File: src/rtl/controller_pkg.sv
// Shared encodings, state type and control-word bundle for the stepper-motor
// processor control unit.
package controller_pkg;

  // Controller states. Values are fixed so that waveforms stay stable.
  typedef enum logic [2:0] {
    ST_FETCH      = 3'd0,
    ST_DECODE     = 3'd1,
    ST_MOVE_CHECK = 3'd2,
    ST_MOVE_WAIT  = 3'd3,
    ST_PAUSE_WAIT = 3'd4,
    ST_HALT       = 3'd5
  } state_e;

  // ALU operand 1 source.
  localparam logic [1:0] OP1_PC       = 2'b00;
  localparam logic [1:0] OP1_REG      = 2'b01;
  localparam logic [1:0] OP1_R0       = 2'b10;
  localparam logic [1:0] OP1_POSITION = 2'b11;

  // ALU operand 2 source.
  localparam logic [1:0] OP2_REG  = 2'b00;
  localparam logic [1:0] OP2_IMM  = 2'b01;
  localparam logic [1:0] OP2_ZERO = 2'b10;

  // Immediate source. The nibble instructions read the same instruction
  // immediate field as addi/subi (the ALU set_low/set_high modes place the
  // nibble), so IMM_NIBBLE shares its code with IMM_ARITH. This frees two
  // codes for the two motor step sizes.
  localparam logic [1:0] IMM_BRANCH = 2'b00;
  localparam logic [1:0] IMM_ARITH  = 2'b01;
  localparam logic [1:0] IMM_NIBBLE = 2'b01;
  localparam logic [1:0] IMM_STEP1  = 2'b10;
  localparam logic [1:0] IMM_STEP2  = 2'b11;

  // Register-file write address source.
  localparam logic [1:0] WA_FIELD0   = 2'b00;
  localparam logic [1:0] WA_FIELD1   = 2'b01;
  localparam logic [1:0] WA_R0       = 2'b10;
  localparam logic [1:0] WA_POSITION = 2'b11;

  // ALU add/sub select.
  localparam logic ALU_ADD = 1'b0;
  localparam logic ALU_SUB = 1'b1;

  localparam int NUM_FLAGS = 12;

  // Every datapath control signal, bundled so that each control source
  // (decode, move sequencer) can build a word starting from all zeros.
  typedef struct packed {
    logic       write_reg_file;
    logic       result_mux_select;
    logic [1:0] op1_mux_select;
    logic [1:0] op2_mux_select;
    logic       start_delay_counter;
    logic       enable_delay_counter;
    logic       commit_branch;
    logic       increment_pc;
    logic       alu_add_sub;
    logic       alu_set_low;
    logic       alu_set_high;
    logic       load_temp;
    logic       increment_temp;
    logic       decrement_temp;
    logic [1:0] select_immediate;
    logic [1:0] select_write_address;
  } ctrl_t;

  // True when exactly one decoder flag is set.
  function automatic logic is_one_hot(input logic [NUM_FLAGS-1:0] f);
    return (f != '0) && ((f & (f - NUM_FLAGS'(1))) == '0);
  endfunction

endpackage

File: src/rtl/move_sequencer.sv
// Step loop for movr/movrhs: holds the step size chosen at decode and
// produces the control word and state hints for MOVE_CHECK / MOVE_WAIT.
module move_sequencer
  import controller_pkg::*;
#(
  parameter int FULL_STEP = 2
) (
  input  logic  clk,
  input  logic  reset,
  input  logic  load_step,
  input  logic  half_step,
  input  logic  in_check,
  input  logic  in_wait,
  input  logic  temp_is_positive,
  input  logic  temp_is_negative,
  input  logic  temp_is_zero,
  input  logic  delay_done,
  output ctrl_t ctrl,
  output logic  go_wait,
  output logic  go_check,
  output logic  go_fetch
);

  localparam logic [1:0] FULL_STEP_SIZE = 2'(FULL_STEP);

  logic [1:0] step_size;

  // Latch the step size when a move instruction is decoded.
  always_ff @(posedge clk) begin
    if (reset) begin
      step_size <= FULL_STEP_SIZE;
    end else if (load_step) begin
      step_size <= half_step ? 2'd1 : FULL_STEP_SIZE;
    end
  end

  // One position update per MOVE_CHECK visit, then wait on the delay counter.
  always_comb begin
    ctrl     = '0;
    go_wait  = 1'b0;
    go_check = 1'b0;
    go_fetch = 1'b0;
    if (in_check) begin
      if (temp_is_zero) begin
        ctrl.increment_pc = 1'b1;
        go_fetch          = 1'b1;
      end else if (temp_is_positive || temp_is_negative) begin
        ctrl.op1_mux_select       = OP1_POSITION;
        ctrl.op2_mux_select       = OP2_IMM;
        ctrl.select_immediate     = (step_size == 2'd1) ? IMM_STEP1 : IMM_STEP2;
        ctrl.alu_add_sub          = temp_is_positive ? ALU_ADD : ALU_SUB;
        ctrl.select_write_address = WA_POSITION;
        ctrl.write_reg_file       = 1'b1;
        // Positive wins if both signs are ever reported, so only one of the
        // temp adjust strobes can fire.
        ctrl.decrement_temp       = temp_is_positive;
        ctrl.increment_temp       = !temp_is_positive;
        ctrl.start_delay_counter  = 1'b1;
        go_wait                   = 1'b1;
      end
    end else if (in_wait) begin
      ctrl.enable_delay_counter = 1'b1;
      go_check                  = delay_done;
    end
  end

endmodule

File: src/rtl/datapath_controller.sv
// Control unit for the stepper-motor processor: fetch/decode FSM and the
// datapath control word. Move loops are delegated to move_sequencer.
module datapath_controller
  import controller_pkg::*;
#(
  parameter bit ILLEGAL_HALT = 1'b0,
  parameter int FULL_STEP    = 2
) (
  input  logic       clk,
  input  logic       reset,
  input  logic       br,
  input  logic       brz,
  input  logic       addi,
  input  logic       subi,
  input  logic       sr0,
  input  logic       srh0,
  input  logic       clr,
  input  logic       mov,
  input  logic       mova,
  input  logic       movr,
  input  logic       movrhs,
  input  logic       pause,
  input  logic       delay_done,
  input  logic       temp_is_positive,
  input  logic       temp_is_negative,
  input  logic       temp_is_zero,
  input  logic       register0_is_zero,
  output logic       write_reg_file,
  output logic       result_mux_select,
  output logic [1:0] op1_mux_select,
  output logic [1:0] op2_mux_select,
  output logic       start_delay_counter,
  output logic       enable_delay_counter,
  output logic       commit_branch,
  output logic       increment_pc,
  output logic       alu_add_sub,
  output logic       alu_set_low,
  output logic       alu_set_high,
  output logic       load_temp,
  output logic       increment_temp,
  output logic       decrement_temp,
  output logic [1:0] select_immediate,
  output logic [1:0] select_write_address,
  output logic       halted
);

  // Handshake note: there is no valid/ready pairing here. Decoder flags are
  // qualified by the DECODE state, and delay_done is qualified by the two
  // WAIT states; a flag seen in any other state is ignored.

  state_e               state;
  state_e               next_state;
  logic [NUM_FLAGS-1:0] flags;
  logic                 legal;
  ctrl_t                dec_ctrl;
  ctrl_t                seq_ctrl;
  ctrl_t                ctrl;
  logic                 seq_go_wait;
  logic                 seq_go_check;
  logic                 seq_go_fetch;

  assign flags = {br, brz, addi, subi, sr0, srh0, clr, mov, mova, movr, movrhs, pause};
  assign legal = is_one_hot(flags);

  move_sequencer #(
    .FULL_STEP(FULL_STEP)
  ) u_move_sequencer (
    .clk              (clk),
    .reset            (reset),
    .load_step        ((state == ST_DECODE) && legal && (movr || movrhs)),
    .half_step        (movrhs),
    .in_check         (state == ST_MOVE_CHECK),
    .in_wait          (state == ST_MOVE_WAIT),
    .temp_is_positive (temp_is_positive),
    .temp_is_negative (temp_is_negative),
    .temp_is_zero     (temp_is_zero),
    .delay_done       (delay_done),
    .ctrl             (seq_ctrl),
    .go_wait          (seq_go_wait),
    .go_check         (seq_go_check),
    .go_fetch         (seq_go_fetch)
  );

  // State register; reset aborts any fetch, move or pause in progress.
  always_ff @(posedge clk) begin
    if (reset) begin
      state <= ST_FETCH;
    end else begin
      state <= next_state;
    end
  end

  // Next-state logic and the control word for the non-move states.
  always_comb begin
    next_state = state;
    dec_ctrl   = '0;
    case (state)
      ST_FETCH: begin
        // Instruction ROM latency cycle: nothing driven.
        next_state = ST_DECODE;
      end
      ST_DECODE: begin
        next_state = ST_FETCH;
        if (!legal) begin
          if (ILLEGAL_HALT) begin
            next_state = ST_HALT;
          end else begin
            dec_ctrl.increment_pc = 1'b1;
          end
        end else if (br || (brz && register0_is_zero)) begin
          dec_ctrl.op1_mux_select   = OP1_PC;
          dec_ctrl.op2_mux_select   = OP2_IMM;
          dec_ctrl.select_immediate = IMM_BRANCH;
          dec_ctrl.alu_add_sub      = ALU_ADD;
          dec_ctrl.commit_branch    = 1'b1;
        end else if (brz) begin
          dec_ctrl.increment_pc = 1'b1;
        end else if (addi || subi) begin
          dec_ctrl.op1_mux_select       = OP1_REG;
          dec_ctrl.op2_mux_select       = OP2_IMM;
          dec_ctrl.select_immediate     = IMM_ARITH;
          dec_ctrl.alu_add_sub          = subi ? ALU_SUB : ALU_ADD;
          dec_ctrl.select_write_address = WA_FIELD0;
          dec_ctrl.write_reg_file       = 1'b1;
          dec_ctrl.increment_pc         = 1'b1;
        end else if (sr0 || srh0) begin
          dec_ctrl.op1_mux_select       = OP1_R0;
          dec_ctrl.op2_mux_select       = OP2_IMM;
          dec_ctrl.select_immediate     = IMM_NIBBLE;
          dec_ctrl.alu_set_low          = sr0;
          dec_ctrl.alu_set_high         = srh0;
          dec_ctrl.select_write_address = WA_R0;
          dec_ctrl.write_reg_file       = 1'b1;
          dec_ctrl.increment_pc         = 1'b1;
        end else if (clr) begin
          dec_ctrl.op1_mux_select       = OP1_REG;
          dec_ctrl.op2_mux_select       = OP2_ZERO;
          dec_ctrl.alu_set_low          = 1'b1;
          dec_ctrl.alu_set_high         = 1'b1;
          dec_ctrl.select_write_address = WA_FIELD0;
          dec_ctrl.write_reg_file       = 1'b1;
          dec_ctrl.increment_pc         = 1'b1;
        end else if (mov) begin
          dec_ctrl.op1_mux_select       = OP1_REG;
          dec_ctrl.op2_mux_select       = OP2_ZERO;
          dec_ctrl.alu_add_sub          = ALU_ADD;
          dec_ctrl.select_write_address = WA_FIELD1;
          dec_ctrl.write_reg_file       = 1'b1;
          dec_ctrl.increment_pc         = 1'b1;
        end else if (mova) begin
          // Absolute move: write position, then settle for one delay period.
          dec_ctrl.op1_mux_select       = OP1_REG;
          dec_ctrl.op2_mux_select       = OP2_ZERO;
          dec_ctrl.alu_add_sub          = ALU_ADD;
          dec_ctrl.select_write_address = WA_POSITION;
          dec_ctrl.write_reg_file       = 1'b1;
          dec_ctrl.start_delay_counter  = 1'b1;
          next_state                    = ST_PAUSE_WAIT;
        end else if (movr || movrhs) begin
          dec_ctrl.load_temp = 1'b1;
          next_state         = ST_MOVE_CHECK;
        end else begin
          // Only pause remains once the flags are known to be one-hot.
          dec_ctrl.start_delay_counter = 1'b1;
          next_state                   = ST_PAUSE_WAIT;
        end
      end
      ST_MOVE_CHECK: begin
        if (seq_go_fetch) begin
          next_state = ST_FETCH;
        end else if (seq_go_wait) begin
          next_state = ST_MOVE_WAIT;
        end
      end
      ST_MOVE_WAIT: begin
        if (seq_go_check) begin
          next_state = ST_MOVE_CHECK;
        end
      end
      ST_PAUSE_WAIT: begin
        dec_ctrl.enable_delay_counter = 1'b1;
        if (delay_done) begin
          dec_ctrl.increment_pc = 1'b1;
          next_state            = ST_FETCH;
        end
      end
      ST_HALT: begin
        next_state = ST_HALT;
      end
      default: begin
        next_state = ST_FETCH;
      end
    endcase
  end

  // Select the active control word; reset forces it quiet so nothing pulses
  // during the reset cycle.
  always_comb begin
    ctrl = '0;
    if (!reset) begin
      if ((state == ST_MOVE_CHECK) || (state == ST_MOVE_WAIT)) begin
        ctrl = seq_ctrl;
      end else begin
        ctrl = dec_ctrl;
      end
    end
  end

  assign write_reg_file       = ctrl.write_reg_file;
  assign result_mux_select    = ctrl.result_mux_select;
  assign op1_mux_select       = ctrl.op1_mux_select;
  assign op2_mux_select       = ctrl.op2_mux_select;
  assign start_delay_counter  = ctrl.start_delay_counter;
  assign enable_delay_counter = ctrl.enable_delay_counter;
  assign commit_branch        = ctrl.commit_branch;
  assign increment_pc         = ctrl.increment_pc;
  assign alu_add_sub          = ctrl.alu_add_sub;
  assign alu_set_low          = ctrl.alu_set_low;
  assign alu_set_high         = ctrl.alu_set_high;
  assign load_temp            = ctrl.load_temp;
  assign increment_temp       = ctrl.increment_temp;
  assign decrement_temp       = ctrl.decrement_temp;
  assign select_immediate     = ctrl.select_immediate;
  assign select_write_address = ctrl.select_write_address;
  assign halted               = (state == ST_HALT) && !reset;

endmodule

File: config.mk
export PLATFORM = sky130hd
export DESIGN_NAME = datapath_controller
export DESIGN_NICKNAME = d
export VERILOG_FILES = /design/src/rtl/controller_pkg.sv /design/src/rtl/move_sequencer.sv /design/src/rtl/datapath_controller.sv
export SDC_FILE = /design/constraint.sdc
export NUM_CORES = 1
export LEC_CHECK = 0
export ABC_CLOCK_PERIOD_IN_PS = 3450
export CAP_MARGIN = 20
export CELL_PAD_IN_SITES_DETAIL_PLACEMENT = 0
export CELL_PAD_IN_SITES_GLOBAL_PLACEMENT = 1
export CORE_ASPECT_RATIO = 2
export CORE_MARGIN = 2
export CORE_UTILIZATION = 25
export DETAILED_ROUTE_END_ITERATION = 8
export PLACE_DENSITY_LB_ADDON = 0.1
export SLEW_MARGIN = 10
export SYNTH_ARGS = -nofsm -noshare
export SYNTH_HDL_FRONTEND = slang
export SYNTH_SLANG_ARGS = --single-unit
File: constraint.sdc
create_clock -name clk -period 3.45 [get_ports clk]
set_input_delay 0.8625 -clock clk [delete_from_list [all_inputs] [get_ports clk]]
set_output_delay 0.8625 -clock clk [all_outputs]
set_load 0.02 [all_outputs]
* Word level (Yosys, flattened, before mapping)
Index checks and enable logic that the tools add are counted.
** Word-level totals
- Register bits after elaboration :: 5
- Output and inout port bits :: 21
- Logic and storage cells :: 130
** Operators by class
- Add/sub/neg operators :: 1
- Eq/ne operators :: 9
- Multiplexer cells :: 100
- Bitwise logic cells :: 1
- Reductions and logical operators :: 17
** Operators by type and width (count)
- $mux 3 :: 22
- $mux 1 :: 49
- $mux 20 :: 2
- $mux 5 :: 6
- $mux 4 :: 6
- $mux 2 :: 10
- $mux 6 :: 3
- $pmux 3 s6 :: 1
- $and 12x12->12 :: 1
- $logic_not 12->1 :: 1
- $reduce_bool 12->1 :: 1
- $sub 12x1->12 const B :: 1
- $eq 3x2->1 const B :: 2
- $eq 3x3->1 const B :: 2
- $logic_or 1x1->1 :: 6
- $logic_and 1x1->1 :: 5
- $ne 2x2->1 const B :: 2
- $eq 3x1->1 const B :: 1
- $logic_not 3->1 :: 1
- $ne 3x3->1 const B :: 1
- $reduce_and 3->1 :: 1
- $eq 2x1->1 const B :: 1
- $logic_not 1->1 :: 2
- $pmux 1 s2 :: 1

* Logic depth before layout (Yosys ltp)
Gate-level depths: netlist (run 1).
- Word-level depth :: 13
- Depth in mapped cells :: 8
- Depth with buffers taken out :: 5

* By module
Synthesis (run 1) repeated with hierarchy kept, for this count alone.
** Unflattened totals
- Cells, all modules :: 150
- Area, all modules :: 1076.0 um^2
** Modules (own cells, without submodules)
- datapath_controller :: instances 1, cells each 115, area an instance 802.0 um^2
- move_sequencer :: instances 1, cells each 35, area an instance 274.0 um^2

* Worst setup path after synthesis (run 1)
OpenSTA, ideal clock, no wires.
- Path type :: input port to output port
- Start :: input clr
- End :: output write_reg_file
- Arrival :: 3065 ps
- Required time :: 2588 ps
- Path slack :: -477 ps
- Cell stages on the path :: 8
- Buffers on the path :: 3
- Path through :: buf_4 or4_4 buf_6 a2111oi_2 o32ai_1 or2_1 buf_6 o41ai_2
** Between the ends
- Word-level cells in the longest chain between the ends :: 9
- Elaborated cells on any way between the ends :: 14
** RTL lines
- from (decl) :: line datapath_controller.sv:17 : input logic clr,
- parallel branches: the longest is 5 deep, another holds $sub 12x1->12
- $mux 1 * :: line datapath_controller.sv:104 : if (!legal) begin
- $mux 1 * :: line datapath_controller.sv:97 : case (state)
- $mux 20 * :: line datapath_controller.sv:201 : if ((state == ST_MOVE_CHECK) || (state == ST_MOVE_WAIT)) begin
- $mux 20 * :: line datapath_controller.sv:200 : if (!reset) begin
- to (decl) :: line datapath_controller.sv:28 : output logic write_reg_file,
Mark *: on every way between the ends.

* Worst setup path in the final report (run 1)
- Start :: input clr
- End :: output select_immediate[0]
** Between the ends
- Word-level cells in the longest chain between the ends :: 8
- Elaborated cells on any way between the ends :: 9
** RTL lines
- $sub 12x1->12 :: line controller_pkg.sv:71 : return (f != '0) && ((f & (f - NUM_FLAGS'(1))) == '0);
- $and 12x12->12 :: line controller_pkg.sv:71
- $logic_not 12->1 :: line controller_pkg.sv:71
- $logic_and 1x1->1 * :: line controller_pkg.sv:71
- $mux 3 * :: line datapath_controller.sv:104
- $mux 3 * :: line datapath_controller.sv:97
- $mux 20 * :: line datapath_controller.sv:201
- $mux 20 * :: line datapath_controller.sv:200
- to (decl) :: line datapath_controller.sv:42 : output logic [1:0] select_immediate,
Mark *: on every way between the ends. The rest lies on a longest branch, timed or not.

==> results of run 1 <==
[cell usage in the layout, fill, tap and decap left out, types with 2 or more instances in the layout]
master           Yosys  final
nand2b_1             2      2
nor3_4               0      4
nor3_1               9      3
buf_4                2     57
o41ai_1              3      2
dlygate4sd2_1        0      3
o21ai_4              0      3
a21o_1               2      2
and2_1               2      2
a21oi_1              5      5
or4_1                5      2
dfxtp_1              5      5
nor2_2               0      2
a31o_1               2      2
nor2_1              19     15
o21ai_0              5      5
or2_4                0      2
nor2_4               0      2
nand3_1              3      3
clkbuf_8             0      3
o31ai_4              0      2
buf_2                1      6
clkdlybuf4s50_1      0     12
o21ai_1              6      2
o211ai_1             2      2
nor2b_1              3      3
inv_1                8      8
a211o_1              2      2
nor3_2               0      2
buf_6                3     21
or4_4                1      4
nor4_4               0      2
[logic make-up after synthesis]
family,count (synthesis),synth area share
DFF,5,0.116
and+or+nand+nor,55,0.343
AOI/OAI and AO/OA,44,0.400
other,1,0.00436
buffers and inverters,20,0.124
muxes,1,0.0131
[layout make-up]
type	instances	area share
tap	32	0.0200
timing repair buffer	102	0.437
inverter	8	0.0150
multi-input combinational	101	0.456
clock buffer	4	0.0224
sequential	5	0.0499
[per-stage QoR]
step	area, um2	cells	hold WS [ns]	power (mW)
after floorplan	1010	126	0.491	0.110
after CTS	1940	249	0.558	0.278
after global routing	2010	252	0.593	0.296
after global placement	1670	230	0.518	0.164
after detailed placement	1670	230	0.542	0.165
final	2010	252	0.546	0.281
[worst reg2reg max path, stage by stage (launching register included)]
cell and delay [ns]:
dfxtp_1 0.34, or3b_2 0.49, buf_4 0.17, or4_1 0.51, a21o_1 0.19
[per-layer routing]
metal,share of wire,vias up,global-route usage
li1,-,660,-
met1,0.33,678,0.196
met2,0.61,33,0.411
met3,0.021,13,0.0249
met4,0.038,0,0.118
met5,0,-,0
[state kept, by name (all words and copies together) (netlist names)]
name,cells
state,3
u_move_sequencer.step_size,2
[timing repair]
item | 4_1_cts | 5_1_grt
setup endpoints to repair | 17 | 17
pin swaps | 25 | 24
gates cloned | 0 | 0
resized for setup | 149 | 14
setup buffers | 17 | 7
[worst min-delay path by stage]
stage	from	end	cells past startpoint
after floorplan	u_move_sequencer.step_size[1]$_SDFFE_PP1P_	u_move_sequencer.step_size[1]$_SDFFE_PP1P_	3
after global placement	u_move_sequencer.step_size[1]$_SDFFE_PP1P_	u_move_sequencer.step_size[1]$_SDFFE_PP1P_	3
after detailed placement	u_move_sequencer.step_size[1]$_SDFFE_PP1P_	u_move_sequencer.step_size[1]$_SDFFE_PP1P_	3
after CTS	u_move_sequencer.step_size[1]$_SDFFE_PP1P_	u_move_sequencer.step_size[1]$_SDFFE_PP1P_	3
after global routing	u_move_sequencer.step_size[0]$_SDFFE_PP0P_	u_move_sequencer.step_size[0]$_SDFFE_PP0P_	2
final	u_move_sequencer.step_size[1]$_SDFFE_PP1P_	u_move_sequencer.step_size[1]$_SDFFE_PP1P_	3
[power breakdown]
| group | total, mW | switching, mW | internal [mW] |
|---|---|---|---|
| registers | 0.0594 | 0.000349 | 0.0591 |
| logic | 0.117 | 0.0602 | 0.0568 |
| clock network | 0.104 | 0.0251 | 0.0790 |
| total | 0.281 | 0.0857 | 0.195 |
==> results.md, run 1 <==
- Status: complete, but fails checks
- Failing checks: setup timing
- Worst Setup End Kind: primary output
- IO Port Bufs: 38
- Setup crit end: select_immediate[0]
- Crit start category: primary input
- Vias per cell: between 5 and 6
- Syn avg cell area: a little under 7 um2
- PD cells: 140 nW/um2
- Total negative slack: -3.76 ns
- Worst-Skew Late Latency: roughly 0.22 ns
- Area grow syn2layout: 133%
- Worst-path fanout max: 5
- CP peak stage delay: a little under 0.6 ns
- Synth top area share: 0.116
- Post-Route WL: between 4000 and 5000 um
- DR iter-0 viols: 14
- Multi-input gate area: 915 um2
- CP required: 2.59 ns
- Clk slew on worst S/H paths: around 0.030 ns
- Largest net degree at the start of global routing: 11
- Most common cell on crit path: buf_6
- Core ar.: 3340 um2
- Mapped Area: 861 um2
- Syn_nets: around 150
- WL/cell: 16.1 um
- Antenna cells: 0
- Buf+Inv Stages, Crit Path: 3
- TritonRoute pass-1 iters: 4
- Post-DP HPWL: 3040 um
- Clock buffer depth: 2
- Root Buffer: clkbuf_8
- Post-synthesis sequential area ratio: 0.116
- Fin crit period: 3.84 ns
- CP Cell Sequence: buf_6 > or4_4 > buf_6 > a221oi_4 > o211ai_1 > or4_4 > o21ai_4 > buf_6
- WP depth: 8
- Filler cells: 321
- Fin. max-slew vios: 0
- Initial Util: 0.258
- DR vias: 1384
- GP Congestion: 0.888
- Tot GR Track Use: 0.213
- Worst Slack Setup Final: -0.385 ns
- GRT overflow: 0
- Die W: 45.5 um
- Critical Path AT: about 3.0 ns
- Cells after synthesis: roughly 130
- Dominant synthesized flop cell: dfxtp_1
- Max H-tree Level: 1
- Top cells by area, synth: dfxtp_1, nor2_1, nor3_1
- First-pass GRT wire length: 6470 um
- Crit path from: clr
- Async S/R FF share, synth: 0
- Layout cells sized above 1: 0.573
- Reg-to-Reg End: u_move_sequencer.step_size[1]$_SDFFE_PP1P_
- IO Pins: 40
- Synth Warn #: 0
- R2R depth: 4
- Slowest CP cell: or4_4
- Critical path's top delay family: simple AND/OR/NAND/NOR gates
- CTS tree: done
- Final core occ: 0.601
- Critical path type: primary input to primary output
- Reg2reg start: state[2]$_SDFFE_PP0P_
- Yosys top cell by area: dfxtp_1
- # clock sinks: 5
- Leakage power: 0.872 nW
- R2R Setup Slk: 1.65 ns
- Number of max-cap violations: 0
- Synthesized flop and latch total: 5
- Final net count: 240
- Number of global-route vias before repair: 1492
- Tcrit/Tclk final: 1.11
- Clk_skew: 0.000490 ns
- Die footprint: 3960 um2
- Routed Antenna Nets: 0
- RSZ-0062 raised after global routing: yes
- Pre-CTS setup slack: -1.16 ns
- DRC viols: 0
- Rows: 30
- Hold Path Class: flip-flop to flip-flop
- Num CTS Buffers: 3
- Library cells used by synthesis: between 40 and 50
- Post-synth EDFFs: 0
- Fin. Hold Viols: 0
- Setup violations, final: 16
- Most frequent cell after synthesis: nor2_1
- Die H: 87.0 um
- Cts hold-fix bufs: 0
- Sequential Area: 100 um2
- FMAX: 0.261 GHz
- Max rail drop VDD: 227 uV
- Synth top cells by count: nor2_1, nor3_1, inv_1
- Antenna violations before repair: 0
(Power assumes the default switching activity.)
==> inputs of run 2 (changes only) <==
CORE_UTILIZATION = 26   (was 25)
CTS_BUF_LIST = sky130_fd_sc_hd__clkbuf_8   (was not set)
==> results.md, run 2 (synthesized netlist as in run 1, its figures left out) <==
- Vias per cell: 5.46 (-0.57%)
- Post-DP HPWL: 2900 um (-4.4%)
- CTS tree: done
- Clk slew on worst S/H paths: 0.03 ns (about the same)
- CP Cell Sequence: buf_6 > or4_4 > buf_6 > nor4_4 > o32ai_2 > or4_4 > o21ai_4 > buf_6
- Sequential Area: 100 um2 (unchanged)
- Root Buffer: clkbuf_8
- IO Pins: 40 (unchanged)
- Critical Path AT: 2.94 ns (-0.03 ns)
- Most common cell after layout, fill and taps aside: buf_4
- DR vias: 1327 (-4.1%)
- First-pass GRT wire length: 6280 um (-2.9%)
- Placed Cells: 229 (-0.43%)
- Initial Util: 0.273 (+0.0150)
- Max FFs per register: 3 (unchanged)
- R2R depth: 6 (+2)
- IO Port Bufs: 38 (unchanged)
- Number of max-cap violations: 0 (unchanged)
- DRC viols: 0 (unchanged)
- Hold Path Class: flip-flop to flip-flop
- WP depth: 8 (unchanged)
- Routed Antenna Nets: 0 (unchanged)
- Multi-input gate area: 902 um2 (-1.4%)
- CP required: 2.59 ns (about the same)
- Antenna violations before repair: 0 (unchanged)
- Power, Total: 0.276 mW (-1.7%)
- GP Congestion: 0.831 (-6.4%)
- FMAX: 0.263 GHz (+0.93%)
- Fin cells: 243 (-3.6%)
- Area grow syn2layout: 124%
- Setup violations, final: 18 (+2)
- Fin. Hold Viols: 0 (unchanged)
- Failing checks: setup timing
- Worst-path fanout max: 5 (unchanged)
- Most frequent cells in the layout: buf_4, buf_6, nor2_1
- RSZ-0062 raised after global routing: yes
- Fin. max-slew vios: 0 (unchanged)
- Core ar.: 3160 um2 (-5.5%)
- Tot GR Track Use: 0.216 (+0.00273)
- Critical path type: primary input to primary output
- # clock sinks: 5 (unchanged)
- Slowest CP cell: or4_4
- Max H-tree Level: 1 (unchanged)
- Critical path's top delay family: simple AND/OR/NAND/NOR gates
- Post-place instance area: 1660 um2 (-0.82%)
- Post-Route WL: 3770 um (-7.0%)
- WL/cell: 15.5 um (-3.5%)
- Most flop-heavy register: state
- Antenna cells: 0 (unchanged)
- Number of global-route vias before repair: 1449 (-2.9%)
- Fin crit period: 3.80 ns (-0.0353 ns)
- Max rail drop VDD: 241 uV (+5.9%)
- Worst Slack Setup Final: -0.350 ns (+0.0353 ns)
- Leakage power: 0.829 nW (-4.9%)
- Final net count: 232 (-3.3%)
- Worst-Skew Late Latency: 0.22 ns (about the same)
- Most common cell on crit path: buf_6
- Die footprint: 3810 um2 (-3.6%)
- Buf+Inv Stages, Crit Path: 3 (unchanged)
- Crit start category: primary input
- Die H: 85.4 um (-1.9%)
- Status: complete, but fails checks
- Die W: 44.7 um (-1.8%)
- Hold Path Stages: 3 (unchanged)
- PD cells: 143 nW/um2 (+2.1%)
- Tcrit/Tclk final: 1.10 (-0.0102)
- Largest net degree at the start of global routing: 11 (unchanged)
- Num CTS Buffers: 3 (unchanged)
- DR iter-0 viols: 17 (+3)
- Worst Setup End Kind: primary output
- Clock buffer depth: 2 (unchanged)
- Filler cells: 296 (-7.8%)
- Layout cells sized above 1: 0.542 (-0.0303)
- CP peak stage delay: 0.57 ns (-0.02 ns)
- Rows: 29 (-3.3%)
- TritonRoute pass-1 iters: 4 (unchanged)
- GRT overflow: 0 (unchanged)
- Final core occ: 0.612 (+0.0112)
- Clk_skew: 0.000183 ns (-0.000307 ns)
- Largest regs: state (3), u_move_sequencer.step_size (2)
- Final instance area: 1930 um2 (-3.7%)
[run 2: changes by cell type in the layout (fill, tap and decap cells not counted), sizes merged]
| cell | change |
|---|---|
| inv | +1 |
| clkdlybuf4s15 | +1 |
| buf | -8 |
| clkbuf | -2 |
[run 2: what timing repair did]
item | in CTS | in global routing
setup buffers | 7 | 4
gates resized for setup | 155 | 2
pin swaps | 21 | 10
hold buffers | 0 | 0
endpoints found under the setup margin | 18 | 18
[run 2: metrics by stage]
step                      worst slack, ns  setup TNS, ns  hold slack (ns)
final                              -0.350          -3.41            0.524
after floorplan                    -0.269          -2.51            0.491
after detailed placement            -1.11         -15.53            0.523
after global routing               -0.420          -4.92            0.574
after CTS                          -0.322          -2.73            0.531
after global placement              -1.08         -15.12            0.507
[run 2: per-layer routing]
| layer | global-route usage | wire [um] |
|---|---|---|
| met3 | 0.0255 | 140 |
| met1 | 0.199 | 1190 |
| met2 | 0.423 | 2320 |
| met5 | 0 | 0 |
| met4 | 0.105 | 115 |
[run 2: final timing paths]
check                                        startpoint                                    endpoint  slack [ns]
max reg2reg                       state[2]$_SDFFE_PP0P_  u_move_sequencer.step_size[0]$_SDFFE_PP0P_        1.62
max                                                mova                         select_immediate[0]       -0.35
min          u_move_sequencer.step_size[1]$_SDFFE_PP1P_  u_move_sequencer.step_size[1]$_SDFFE_PP1P_        0.52
min reg2reg  u_move_sequencer.step_size[1]$_SDFFE_PP1P_  u_move_sequencer.step_size[1]$_SDFFE_PP1P_        0.52
[run 2: worst min-delay path: cells and delay by family, from the launching register on]
family                 cells  cell delay, ns
flip-flops                 1            0.29
AO/OA/AOI/OAI              2            0.16
buffers and inverters      1            0.04
[run 2: final cells by class]
cell class / instances / area share
inverters: 8 / 0.0155
flip-flops and latches: 5 / 0.0518
clock buffers: 3 / 0.0214
clock inverters: 1 / 0.00194
well taps: 31 / 0.0201
repair buffers: 94 / 0.422
multi-input cells: 101 / 0.467
[run 2: power by group]
part | switching, mW | leakage [nW] | internal (mW) | total, mW
Clock | 0.0261 | 0.0269 | 0.0760 | 0.102
Combinational | 0.0576 | 0.761 | 0.0566 | 0.114
Sequential | 0.000316 | 0.0406 | 0.0591 | 0.0594
Total | 0.0841 | 0.829 | 0.192 | 0.276
